**src/rtl/uart_pkg.sv**
```systemverilog
// Shared types, constants and the baud divisor lookup for the UART transmitter.
package uart_pkg;

   localparam int MAX_DATA_BITS = 8;

   typedef enum logic [1:0] {
      FRAME_5 = 2'b00,
      FRAME_6 = 2'b01,
      FRAME_7 = 2'b10,
      FRAME_8 = 2'b11
   } frame_t;

   typedef enum logic [1:0] {
      PAR_NONE     = 2'b00,
      PAR_EVEN     = 2'b01,
      PAR_ODD      = 2'b10,
      PAR_NONE_ALT = 2'b11
   } parity_t;

   typedef enum logic [2:0] {
      ST_IDLE,
      ST_START,
      ST_DATA,
      ST_PARITY,
      ST_STOP
   } tx_state_t;

   localparam logic [3:0] BAUD_1200   = 4'd0;
   localparam logic [3:0] BAUD_2400   = 4'd1;
   localparam logic [3:0] BAUD_4800   = 4'd2;
   localparam logic [3:0] BAUD_9600   = 4'd3;
   localparam logic [3:0] BAUD_19200  = 4'd4;
   localparam logic [3:0] BAUD_38400  = 4'd5;
   localparam logic [3:0] BAUD_57600  = 4'd6;
   localparam logic [3:0] BAUD_115200 = 4'd7;
   localparam logic [3:0] BAUD_230400 = 4'd8;

   // Bit period in clock cycles; every branch divides by a constant so it folds to a table.
   function automatic logic [15:0] baud_div(input logic [3:0] idx, input int unsigned clk_hz);
      int unsigned div;
      case (idx)
         BAUD_1200:   div = clk_hz / 1200;
         BAUD_2400:   div = clk_hz / 2400;
         BAUD_4800:   div = clk_hz / 4800;
         BAUD_9600:   div = clk_hz / 9600;
         BAUD_19200:  div = clk_hz / 19200;
         BAUD_38400:  div = clk_hz / 38400;
         BAUD_57600:  div = clk_hz / 57600;
         BAUD_230400: div = clk_hz / 230400;
         default:     div = clk_hz / 115200;
      endcase
      return div[15:0];
   endfunction

endpackage

```
**src/rtl/uart_if.sv**
```systemverilog
// Control-register fields consumed by the transmitter plus the request-clear return path.
interface uart_if;
   import uart_pkg::*;

   // Handshake: tnsm is a level request held by the register. The transmitter
   // accepts it in IDLE and raises tnsm_clr the next cycle; tnsm_clr stays high
   // until tnsm is seen low, and no further frame is accepted while it is high,
   // so a clear lost to a concurrent register write is retried, never resent.
   logic        active;
   frame_t      frame_type;
   parity_t     parity_type;
   logic        stop_type;
   logic [3:0]  baud_rate;
   logic        tnsm;
   logic [7:0]  tnsm_data;
   logic        tnsm_clr;

   modport master (
      output active, frame_type, parity_type, stop_type, baud_rate, tnsm, tnsm_data,
      input  tnsm_clr
   );

   modport slave (
      input  active, frame_type, parity_type, stop_type, baud_rate, tnsm, tnsm_data,
      output tnsm_clr
   );

endinterface

```
**src/rtl/uart_baud_gen.sv**
```systemverilog
// Loadable down-counter producing a one-cycle tick at the end of each bit period.
module uart_baud_gen (
   input  logic        clk,
   input  logic        arst_n,
   input  logic [15:0] period,
   input  logic        restart,
   output logic        bit_tick
);

   logic [15:0] cnt_q, cnt_d;

   // Reload on restart or at period end, otherwise count down.
   always_comb begin
      bit_tick = 1'b0;
      cnt_d    = cnt_q - 16'd1;
      if (restart) begin
         cnt_d = period - 16'd1;
      end else if (cnt_q == 16'd0) begin
         bit_tick = 1'b1;
         cnt_d    = period - 16'd1;
      end
   end

   // Counter register.
   always_ff @(posedge clk) begin
      if (!arst_n) cnt_q <= '0;
      else         cnt_q <= cnt_d;
   end

endmodule

```
**src/rtl/uart_tx.sv**
```systemverilog
// UART transmit engine: accepts a frame from the control register and serialises it.
module uart_tx
   import uart_pkg::*;
#(
   parameter int unsigned CLK_FREQ_HZ = 50_000_000
) (
   input  logic      clk,
   input  logic      arst_n,
   uart_if.slave     regs,
   output logic      tx,
   output logic      busy,
   output logic      tx_done,
   output tx_state_t state_dbg
);

   tx_state_t   state_q, state_d;
   logic [7:0]  shift_q, shift_d;
   logic [2:0]  bit_idx_q, bit_idx_d;
   logic        stop_idx_q, stop_idx_d;
   frame_t      frame_q, frame_d;
   logic        stop_two_q, stop_two_d;
   logic        par_en_q, par_en_d;
   logic        par_bit_q, par_bit_d;
   logic [15:0] period_q, period_d;
   logic        clr_pending_q, clr_pending_d;
   logic        tx_q, tx_d;
   logic        tx_done_q, tx_done_d;

   logic        accept;
   logic        bit_tick;
   logic [15:0] new_period;
   logic [1:0]  ft;
   logic [7:0]  data_mask;
   logic [2:0]  last_bit;

   assign accept     = (state_q == ST_IDLE) && regs.active && regs.tnsm && !clr_pending_q;
   assign new_period = baud_div(regs.baud_rate, CLK_FREQ_HZ);
   assign ft         = regs.frame_type;
   assign data_mask  = 8'hFF >> (2'd3 - ft);
   assign last_bit   = 3'd4 + {1'b0, frame_q};

   uart_baud_gen u_baud (
      .clk      (clk),
      .arst_n   (arst_n),
      .period   (accept ? new_period : period_q),
      .restart  (accept),
      .bit_tick (bit_tick)
   );

   // Next-state, shadow capture, request-clear tracking and registered tx level.
   always_comb begin
      state_d       = state_q;
      shift_d       = shift_q;
      bit_idx_d     = bit_idx_q;
      stop_idx_d    = stop_idx_q;
      frame_d       = frame_q;
      stop_two_d    = stop_two_q;
      par_en_d      = par_en_q;
      par_bit_d     = par_bit_q;
      period_d      = period_q;
      clr_pending_d = clr_pending_q && regs.tnsm;
      tx_done_d     = 1'b0;
      tx_d          = 1'b1;

      case (state_q)
         ST_IDLE: begin
            if (accept) begin
               shift_d       = regs.tnsm_data;
               frame_d       = regs.frame_type;
               stop_two_d    = regs.stop_type;
               par_en_d      = (regs.parity_type == PAR_EVEN) || (regs.parity_type == PAR_ODD);
               par_bit_d     = (regs.parity_type == PAR_ODD) ^ (^(regs.tnsm_data & data_mask));
               period_d      = new_period;
               clr_pending_d = 1'b1;
               bit_idx_d     = '0;
               stop_idx_d    = 1'b0;
               state_d       = ST_START;
            end
         end
         ST_START: begin
            if (bit_tick) state_d = ST_DATA;
         end
         ST_DATA: begin
            if (bit_tick) begin
               if (bit_idx_q == last_bit) begin
                  state_d = par_en_q ? ST_PARITY : ST_STOP;
               end else begin
                  shift_d   = shift_q >> 1;
                  bit_idx_d = bit_idx_q + 3'd1;
               end
            end
         end
         ST_PARITY: begin
            if (bit_tick) state_d = ST_STOP;
         end
         ST_STOP: begin
            if (bit_tick) begin
               if (stop_two_q && !stop_idx_q) begin
                  stop_idx_d = 1'b1;
               end else begin
                  state_d   = ST_IDLE;
                  tx_done_d = 1'b1;
               end
            end
         end
         default: state_d = ST_IDLE;
      endcase

      case (state_d)
         ST_START:  tx_d = 1'b0;
         ST_DATA:   tx_d = shift_d[0];
         ST_PARITY: tx_d = par_bit_d;
         default:   tx_d = 1'b1;
      endcase
   end

   // State and datapath registers; reset aborts any frame in flight.
   always_ff @(posedge clk) begin
      if (!arst_n) begin
         state_q       <= ST_IDLE;
         shift_q       <= '0;
         bit_idx_q     <= '0;
         stop_idx_q    <= 1'b0;
         frame_q       <= FRAME_5;
         stop_two_q    <= 1'b0;
         par_en_q      <= 1'b0;
         par_bit_q     <= 1'b0;
         period_q      <= '0;
         clr_pending_q <= 1'b0;
         tx_q          <= 1'b1;
         tx_done_q     <= 1'b0;
      end else begin
         state_q       <= state_d;
         shift_q       <= shift_d;
         bit_idx_q     <= bit_idx_d;
         stop_idx_q    <= stop_idx_d;
         frame_q       <= frame_d;
         stop_two_q    <= stop_two_d;
         par_en_q      <= par_en_d;
         par_bit_q     <= par_bit_d;
         period_q      <= period_d;
         clr_pending_q <= clr_pending_d;
         tx_q          <= tx_d;
         tx_done_q     <= tx_done_d;
      end
   end

   assign tx            = tx_q;
   assign busy          = (state_q != ST_IDLE);
   assign tx_done       = tx_done_q;
   assign state_dbg     = state_q;
   assign regs.tnsm_clr = clr_pending_q;

endmodule
```
**src/flat_wrapper.sv**
```systemverilog
// flat-port wrapper written by rule: the top's interface ports become plain ports
module uart_tx_flat import uart_pkg::*;
#(
   parameter int unsigned CLK_FREQ_HZ = 50_000_000
)
  (clk, arst_n, tx, busy, tx_done, state_dbg, regs_active, regs_frame_type, regs_parity_type, regs_stop_type, regs_baud_rate, regs_tnsm, regs_tnsm_data, regs_tnsm_clr);
  uart_if regs_i ();
  input  logic clk;
  input  logic arst_n;
  output logic tx;
  output logic busy;
  output logic tx_done;
  output tx_state_t state_dbg;
  input wire logic [$bits(regs_i.active)-1:0] regs_active;
  input wire logic [$bits(regs_i.frame_type)-1:0] regs_frame_type;
  input wire logic [$bits(regs_i.parity_type)-1:0] regs_parity_type;
  input wire logic [$bits(regs_i.stop_type)-1:0] regs_stop_type;
  input wire logic [$bits(regs_i.baud_rate)-1:0] regs_baud_rate;
  input wire logic [$bits(regs_i.tnsm)-1:0] regs_tnsm;
  input wire logic [$bits(regs_i.tnsm_data)-1:0] regs_tnsm_data;
  output wire logic [$bits(regs_i.tnsm_clr)-1:0] regs_tnsm_clr;
  assign regs_i.active = regs_active;
  assign regs_i.frame_type = regs_frame_type;
  assign regs_i.parity_type = regs_parity_type;
  assign regs_i.stop_type = regs_stop_type;
  assign regs_i.baud_rate = regs_baud_rate;
  assign regs_i.tnsm = regs_tnsm;
  assign regs_i.tnsm_data = regs_tnsm_data;
  assign regs_tnsm_clr = regs_i.tnsm_clr;
  uart_tx #(.CLK_FREQ_HZ(CLK_FREQ_HZ)) u_core (.clk(clk), .arst_n(arst_n), .regs(regs_i), .tx(tx), .busy(busy), .tx_done(tx_done), .state_dbg(state_dbg));
endmodule
```
**config.mk**
```make
export PLATFORM = sky130hd
export DESIGN_NAME = uart_tx_flat
export DESIGN_NICKNAME = d
export VERILOG_FILES = /design/src/rtl/uart_pkg.sv /design/src/rtl/uart_if.sv /design/src/rtl/uart_baud_gen.sv /design/src/rtl/uart_tx.sv /design/src/flat_wrapper.sv
export SDC_FILE = /design/constraint.sdc
export NUM_CORES = 1
export LEC_CHECK = 0
export ABC_AREA = 1
export ABC_CLOCK_PERIOD_IN_PS = 1800
export CELL_PAD_IN_SITES_DETAIL_PLACEMENT = 1
export CELL_PAD_IN_SITES_GLOBAL_PLACEMENT = 1
export CORE_MARGIN = 10
export CORE_UTILIZATION = 38
export DETAILED_ROUTE_END_ITERATION = 16
export PLACE_DENSITY = 0.78
export RECOVER_POWER = 100
export SLEW_MARGIN = 5
export SYNTH_ARGS = -nofsm -noshare
export SYNTH_HDL_FRONTEND = slang
export SYNTH_SLANG_ARGS = --single-unit
```
**constraint.sdc**
```tcl
create_clock -name clk -period 1.8 [get_ports clk]
set_input_delay 0.45 -clock clk [delete_from_list [all_inputs] [get_ports clk]]
set_output_delay 0.45 -clock clk [all_outputs]
set_load 0.01 [all_outputs]
```
-- Word level (Yosys, flattened, before mapping)
Memories as Yosys holds them, arrays and structs flattened.
Index checks and enable logic that the tools add are counted.
- register bits: 55
- ROM bits: 256
- input port bits: 21
- output and inout bits: 7
- word-level logic and storage cells: 88
- memories kept: 1
- memory list (name ; depth ; bits a word ; read ports ; clocked after memory_dff ; wr ports ; RTL line ; source):
    (name not given) ; 16 ; 16 ; 1 ; 0 ; 0 ; uart_pkg.sv:41 ; case (idx)
- add/sub/neg operators: 5
- equality and inequality tests: 15
- shift-type cells: 1
- multiplexer cells: 32
- bitwise operators: 2
- reductions and logical operators: 18
- operators by type and width (operator ; number):
    $mux 16 ; 3
    $mux 3 ; 11
    $sub 16x1->16 const B ; 2
    $mux 8 ; 3
    $logic_not 16->1 ; 1
    $pmux 8 s2 ; 1
    $pmux 3 s5 ; 1
    $eq 3x2->1 const B ; 4
    $mux 1 ; 10
    $and 8x8->8 ; 1
    $ne 2x1->1 const B ; 4
    $reduce_and 4->1 ; 2
    $reduce_xor 8->1 ; 1
    $shr 8x2->8 const A ; 1
    $eq 3x1->1 const B ; 2
    $pmux 3 s2 ; 1
    $logic_and 1x1->1 ; 5
    $reduce_bool 2->1 ; 2
    $add 3x1->3 const B ; 1
    $add 3x2->3 const A ; 1
    $eq 3x3->1 ; 1
    $eq 3x3->1 const B ; 1
    $logic_not 3->1 ; 1
    $pmux 1 s3 ; 1
    11 further kinds ; 12

-- Longest topological paths before layout
Gate-level depths: netlist of run 1.
- word-level depth: 9
- depth in mapped cells: 17
- depth with buffers taken out: 17

-- Hierarchy
Synthesis of run 1 repeated with hierarchy kept, for this count alone.
- cell total of the unflattened synthesis: 592
- area total of the unflattened synthesis: 3623.5 um^2
- by module, submodules not included (module ; instances ; cells each ; area an instance (um^2) ; sequential area each (um^2)):
    uart_tx ; 1 ; 347 ; 2242.2 ; 780.7
    uart_baud_gen ; 1 ; 245 ; 1381.3 ; 320.3

-- Least setup slack after synthesis of run 1
No wires, ideal clock.
- path kind: input to register
- from: in regs_tnsm
- to: reg u_core.u_baud.cnt_q[14]
- arrival: 1.810 ns
- path slack: -0.119 ns
- stages: 15
- buffers on the path: 1
- cells stage by stage: inv_1 > nor2_1 > inv_2 > nor2_4 > buf_6 > nand2_2 > nand2_4 > ha_1 > nand3_4 > nor2_4 > nand3_1 > nand2_1 > nand3_1 > nand2_1 > inv_1
- cells in the longest elaborated chain, start to end: 6
- ends and longest elaborated chain (item ; RTL line ; source):
    start: declaration ; flat_wrapper.sv:19 ; input wire logic [$bits(regs_i.tnsm)-1:0] regs_tnsm;
    $logic_and 1x1->1 * (2 in a row) ; uart_tx.sv:36 ; assign accept = (state_q == ST_IDLE) && regs.active && regs.tnsm && !clr_pending_q;
    $mux 16 ; uart_tx.sv:45 ; .period (accept ? new_period : period_q),
    $sub 16x1->16 ; uart_baud_gen.sv:17, uart_baud_gen.sv:20 ;
    $mux 16 ; uart_baud_gen.sv:18 ; end else if (cnt_q == 16'd0) begin
    $mux 16 * ; uart_baud_gen.sv:16 ; if (restart) begin
    end signal: assignment ; uart_baud_gen.sv:27 ; else cnt_q <= cnt_d;
    end: declaration ; uart_baud_gen.sv:10 ; logic [15:0] cnt_q, cnt_d;
Mark *: on every way between the ends. The rest lies on a longest branch, timed or not.
A chain may end at the register's enable or synchronous reset.

-- Worst setup path in the final report of run 1
- from: reg u_core.state_q[1], in the netlist u_core.state_dbg[1]
- to: reg u_core.u_baud.cnt_q[5]
- cells in the longest elaborated chain, start to end: 8
- ends and longest elaborated chain (item ; RTL line ; source):
    start: declaration ; uart_tx.sv:16 ; tx_state_t state_q, state_d;
    start signal: assignment ; uart_tx.sv:133 ; state_q <= state_d;
    $logic_not 3->1 * ; uart_tx.sv:36 ;
    $logic_and 1x1->1 * (3 in a row) ; uart_tx.sv:36 ;
    $mux 16 ; uart_tx.sv:45 ;
    $sub 16x1->16 ; uart_baud_gen.sv:17, uart_baud_gen.sv:20 ;
    $mux 16 ; uart_baud_gen.sv:18 ;
    $mux 16 * ; uart_baud_gen.sv:16 ;
Marked as above.

==> run summary, run 1 <==
Slew @ Worst Pin = 339 ps
Vias post-DR = 5219
Simple-Gate Fraction of Synth Area = 42.3%
Global-route wire length before repair = 27400 µm
Period utilization = 123%
Clock Latency Late Sink = 330 ps
Core footprint = 0.00973 mm²
CTS tree = done
Critical path launch point type = register
Largest family of logic cells by synthesized area = simple AND/OR/NAND/NOR gates
Ant. Diodes = 0
Die X = 120 µm
Total GRT Usage = 23.5%
Mean Syn Cell Area = 6.22 µm²
Synth top area share = 29.0%
Avg WL per Cell = 24.5 µm
Hold-fix buffers, CTS = 0
Fraction of layout cells with a size suffix above 1 = 43.0%
DIE AREA = 0.0144 mm²
Nets@finish = 802
Mux share of post-synthesis cell area = 0%
Post-synthesis sequential area ratio = 29.0%
Commonest cells after routing, fill and taps aside = 137 x nand2_1, 109 x buf_4, 64 x inv_1
Critical Path AT = 2430 ps
Yosys reg bits = 55
Max Cap Violations = 0
Clock Pin Slew Worst Setup and Hold Paths = 120 ps
RSZ-0062 raised after global routing = true
CTS Buf Count = 5
Clock Path Buffers = 2
GP Congestion = 0.910
Final worst slack = -413 ps
Complex-gate fraction of the synthesized area = 10.3%
PortBufs = 27
Outcome = finished, violations left
Tmin final = 2210 ps
Vias/cell = 5.79
Routed WL = 22100 µm
Iter 0 DRT Violations = 522
Failing checks = negative setup slack
Initial antenna violation count = 0
Crit-path max FO = 8
DR DRC count = 0
Root Driver = clkbuf_8
Fmax = 452 MHz
H-tree Lvls = 2
Unique masters post-synth = 39
Commonest non-fill, non-tap cell in the layout = nand2_1
Final Hold Fails = 0
Adder-cell share of the synthesized area = 3.96%
WP data required = 2020 ps
Post-synth top area cell = dfxtp_1
Crit path capture type = register
Syn Inst Count = 610
Layout Area Growth over Synthesis = 62.4%
Syn Nets = 643
Gr ovfl total = 0
Crit Path Category = reg2reg
Clock Skews = 14.7 ps
ANT nets after route = 0
Starting Density = 39.0%
Final setup fails = 34
Leak = 0.00296 µW
Pwr Total = 5870 µW
Ports = 28
Synth top area cells = dfxtp_1 29%, nand2_1 19%, nor2_1 8.3%
XOR/XNOR share of the synthesized area = 2.77%
YS warnings = 0
Largest net degree at the start of global routing = 35
Die height = 120 µm
Rows = 36
Vias in the first global route = 5220
Pwr/cell area = 951 mW/mm²
Max Slew Vio Count = 0
Setup TNS = -8580 ps
TritonRoute pass-1 iters = 5
Post-DP HPWL = 9930 µm
Max IR drop VDD = 0.000595 V
Max_slew headroom = 77.4%
Hold Crit Class = reg2reg
CTS Sinks = 55
Synthesized area = 0.00379 mm²
-- final cells by class --
class	instances	area, µm²
sequential	55	1110
fill	1238	3560
timing repair buffer	169	1590
tap	133	166
clock buffer	5	68.8
inverter	86	345
multi-input combinational	451	2850
clock inverter	2	37.5
timing repair inverter	1	7.51
-- stage by stage --
step | util, % | hold WS, ps | setup slack [ps] | cell area (µm²) | instances
floorplan | - | 441 | -4.77 | 3840 | 610
global placement | 51.2 | 453 | -743 | 4980 | 854
detailed placement | 51.2 | 464 | -867 | 4980 | 854
CTS | 58.3 | 479 | -177 | 5670 | 884
global route | 63.4 | 530 | -483 | 6160 | 902
finish | 63.4 | 518 | -413 | 6160 | 902
-- registers in the layout, summed over array words and instances, names as in the netlist, 2 cells and up --
register / count
u_core.frame_q: 2
u_core.u_baud.cnt_q: 16
u_core.period_q: 16
u_core.shift_q: 8
u_core.state_dbg: 3
u_core.bit_idx_q: 3
-- worst max-delay path, cell delays in order (launching register included) --
cell	delay (ps)
dfxtp_2	380
nor2_4	60
buf_6	110
nand4_4	160
buf_12	190
buf_12	160
nand2_1	80
nand2_2	120
nand2_1	80
nor2_2	110
nand2_2	100
nand2_1	100
o21ai_1	120
o21ai_1	220
inv_1	90
-- cells by family after synthesis --
| group | after synthesis |
|---|---|
| and+or+nand+nor | 356 |
| buffers and inverters | 104 |
| AOI/OAI and AO/OA | 71 |
| DFF | 55 |
| xor gates and xnor gates | 12 |
| adders and majority gates | 12 |
-- synth_stat cells, drive strengths merged --
| master | n |
|---|---|
| a211oi | 2 |
| a21oi | 25 |
| a31oi | 8 |
| and2 | 1 |
| buf | 11 |
| clkbuf | 7 |
| clkinv | 4 |
| dfxtp | 55 |
| ha | 12 |
| inv | 82 |
| nand2 | 211 |
| nand3 | 35 |
| nand3b | 3 |
| nand4 | 8 |
| nor2 | 92 |
| nor3 | 3 |
| nor4 | 1 |
| o211ai | 3 |
| o21ai | 29 |
| o221ai | 1 |
| o22ai | 3 |
| or2 | 2 |
| xnor2 | 7 |
| xor2 | 5 |
-- routing by layer --
layer  GRT usage (%)  wire length [µm]  vias to the layer above
li1                -                 -                     2222
met1            23.8              8130                     2535
met2            44.6             11100                      317
met3            4.97              1300                      145
met4            11.6              1600                        0
met5               0                 0                        -
-- what timing repair did --
item | CTS | global route
setup buffers | 17 | 19
endpoints found under the setup margin | 39 | 38
pin swaps | 30 | 51
resized for setup | 119 | 120
cloned | 6 | 1
-- where the power goes --
group / internal [µW] / leakage [µW] / switching, µW / total, µW
Clock: 409 / 0.0000502 / 478 / 887
Combinational: 1410 / 0.00246 / 1980 / 3390
Sequential: 1420 / 0.000453 / 175 / 1590
Total: 3240 / 0.00296 / 2630 / 5870
-- path summary, 6_finish.rpt --
path	startpoint	end	slack [ps]	depth (start not counted)
worst max-delay path	u_core.state_dbg[1]	u_core.u_baud.cnt_q[5]	-410	14
worst min-delay path	u_core.frame_q[0]	u_core.frame_q[0]	520	2
worst max register to register	u_core.state_dbg[1]	u_core.u_baud.cnt_q[5]	-410	14
worst min register to register	u_core.frame_q[0]	u_core.frame_q[0]	520	2
(Power assumes the default switching activity.)
==> run 2, diff against run 1 <==
--- a/config.mk
+++ b/config.mk
@@ -11,6 +11,7 @@
 export CELL_PAD_IN_SITES_GLOBAL_PLACEMENT = 1
 export CORE_MARGIN = 10
 export CORE_UTILIZATION = 38
+export CTS_CLUSTER_SIZE = 10
 export DETAILED_ROUTE_END_ITERATION = 16
 export PLACE_DENSITY = 0.78
 export RECOVER_POWER = 100
==> results of run 2 <==
Same layout as run 1: the final DEF is identical, and so are final timing and power.
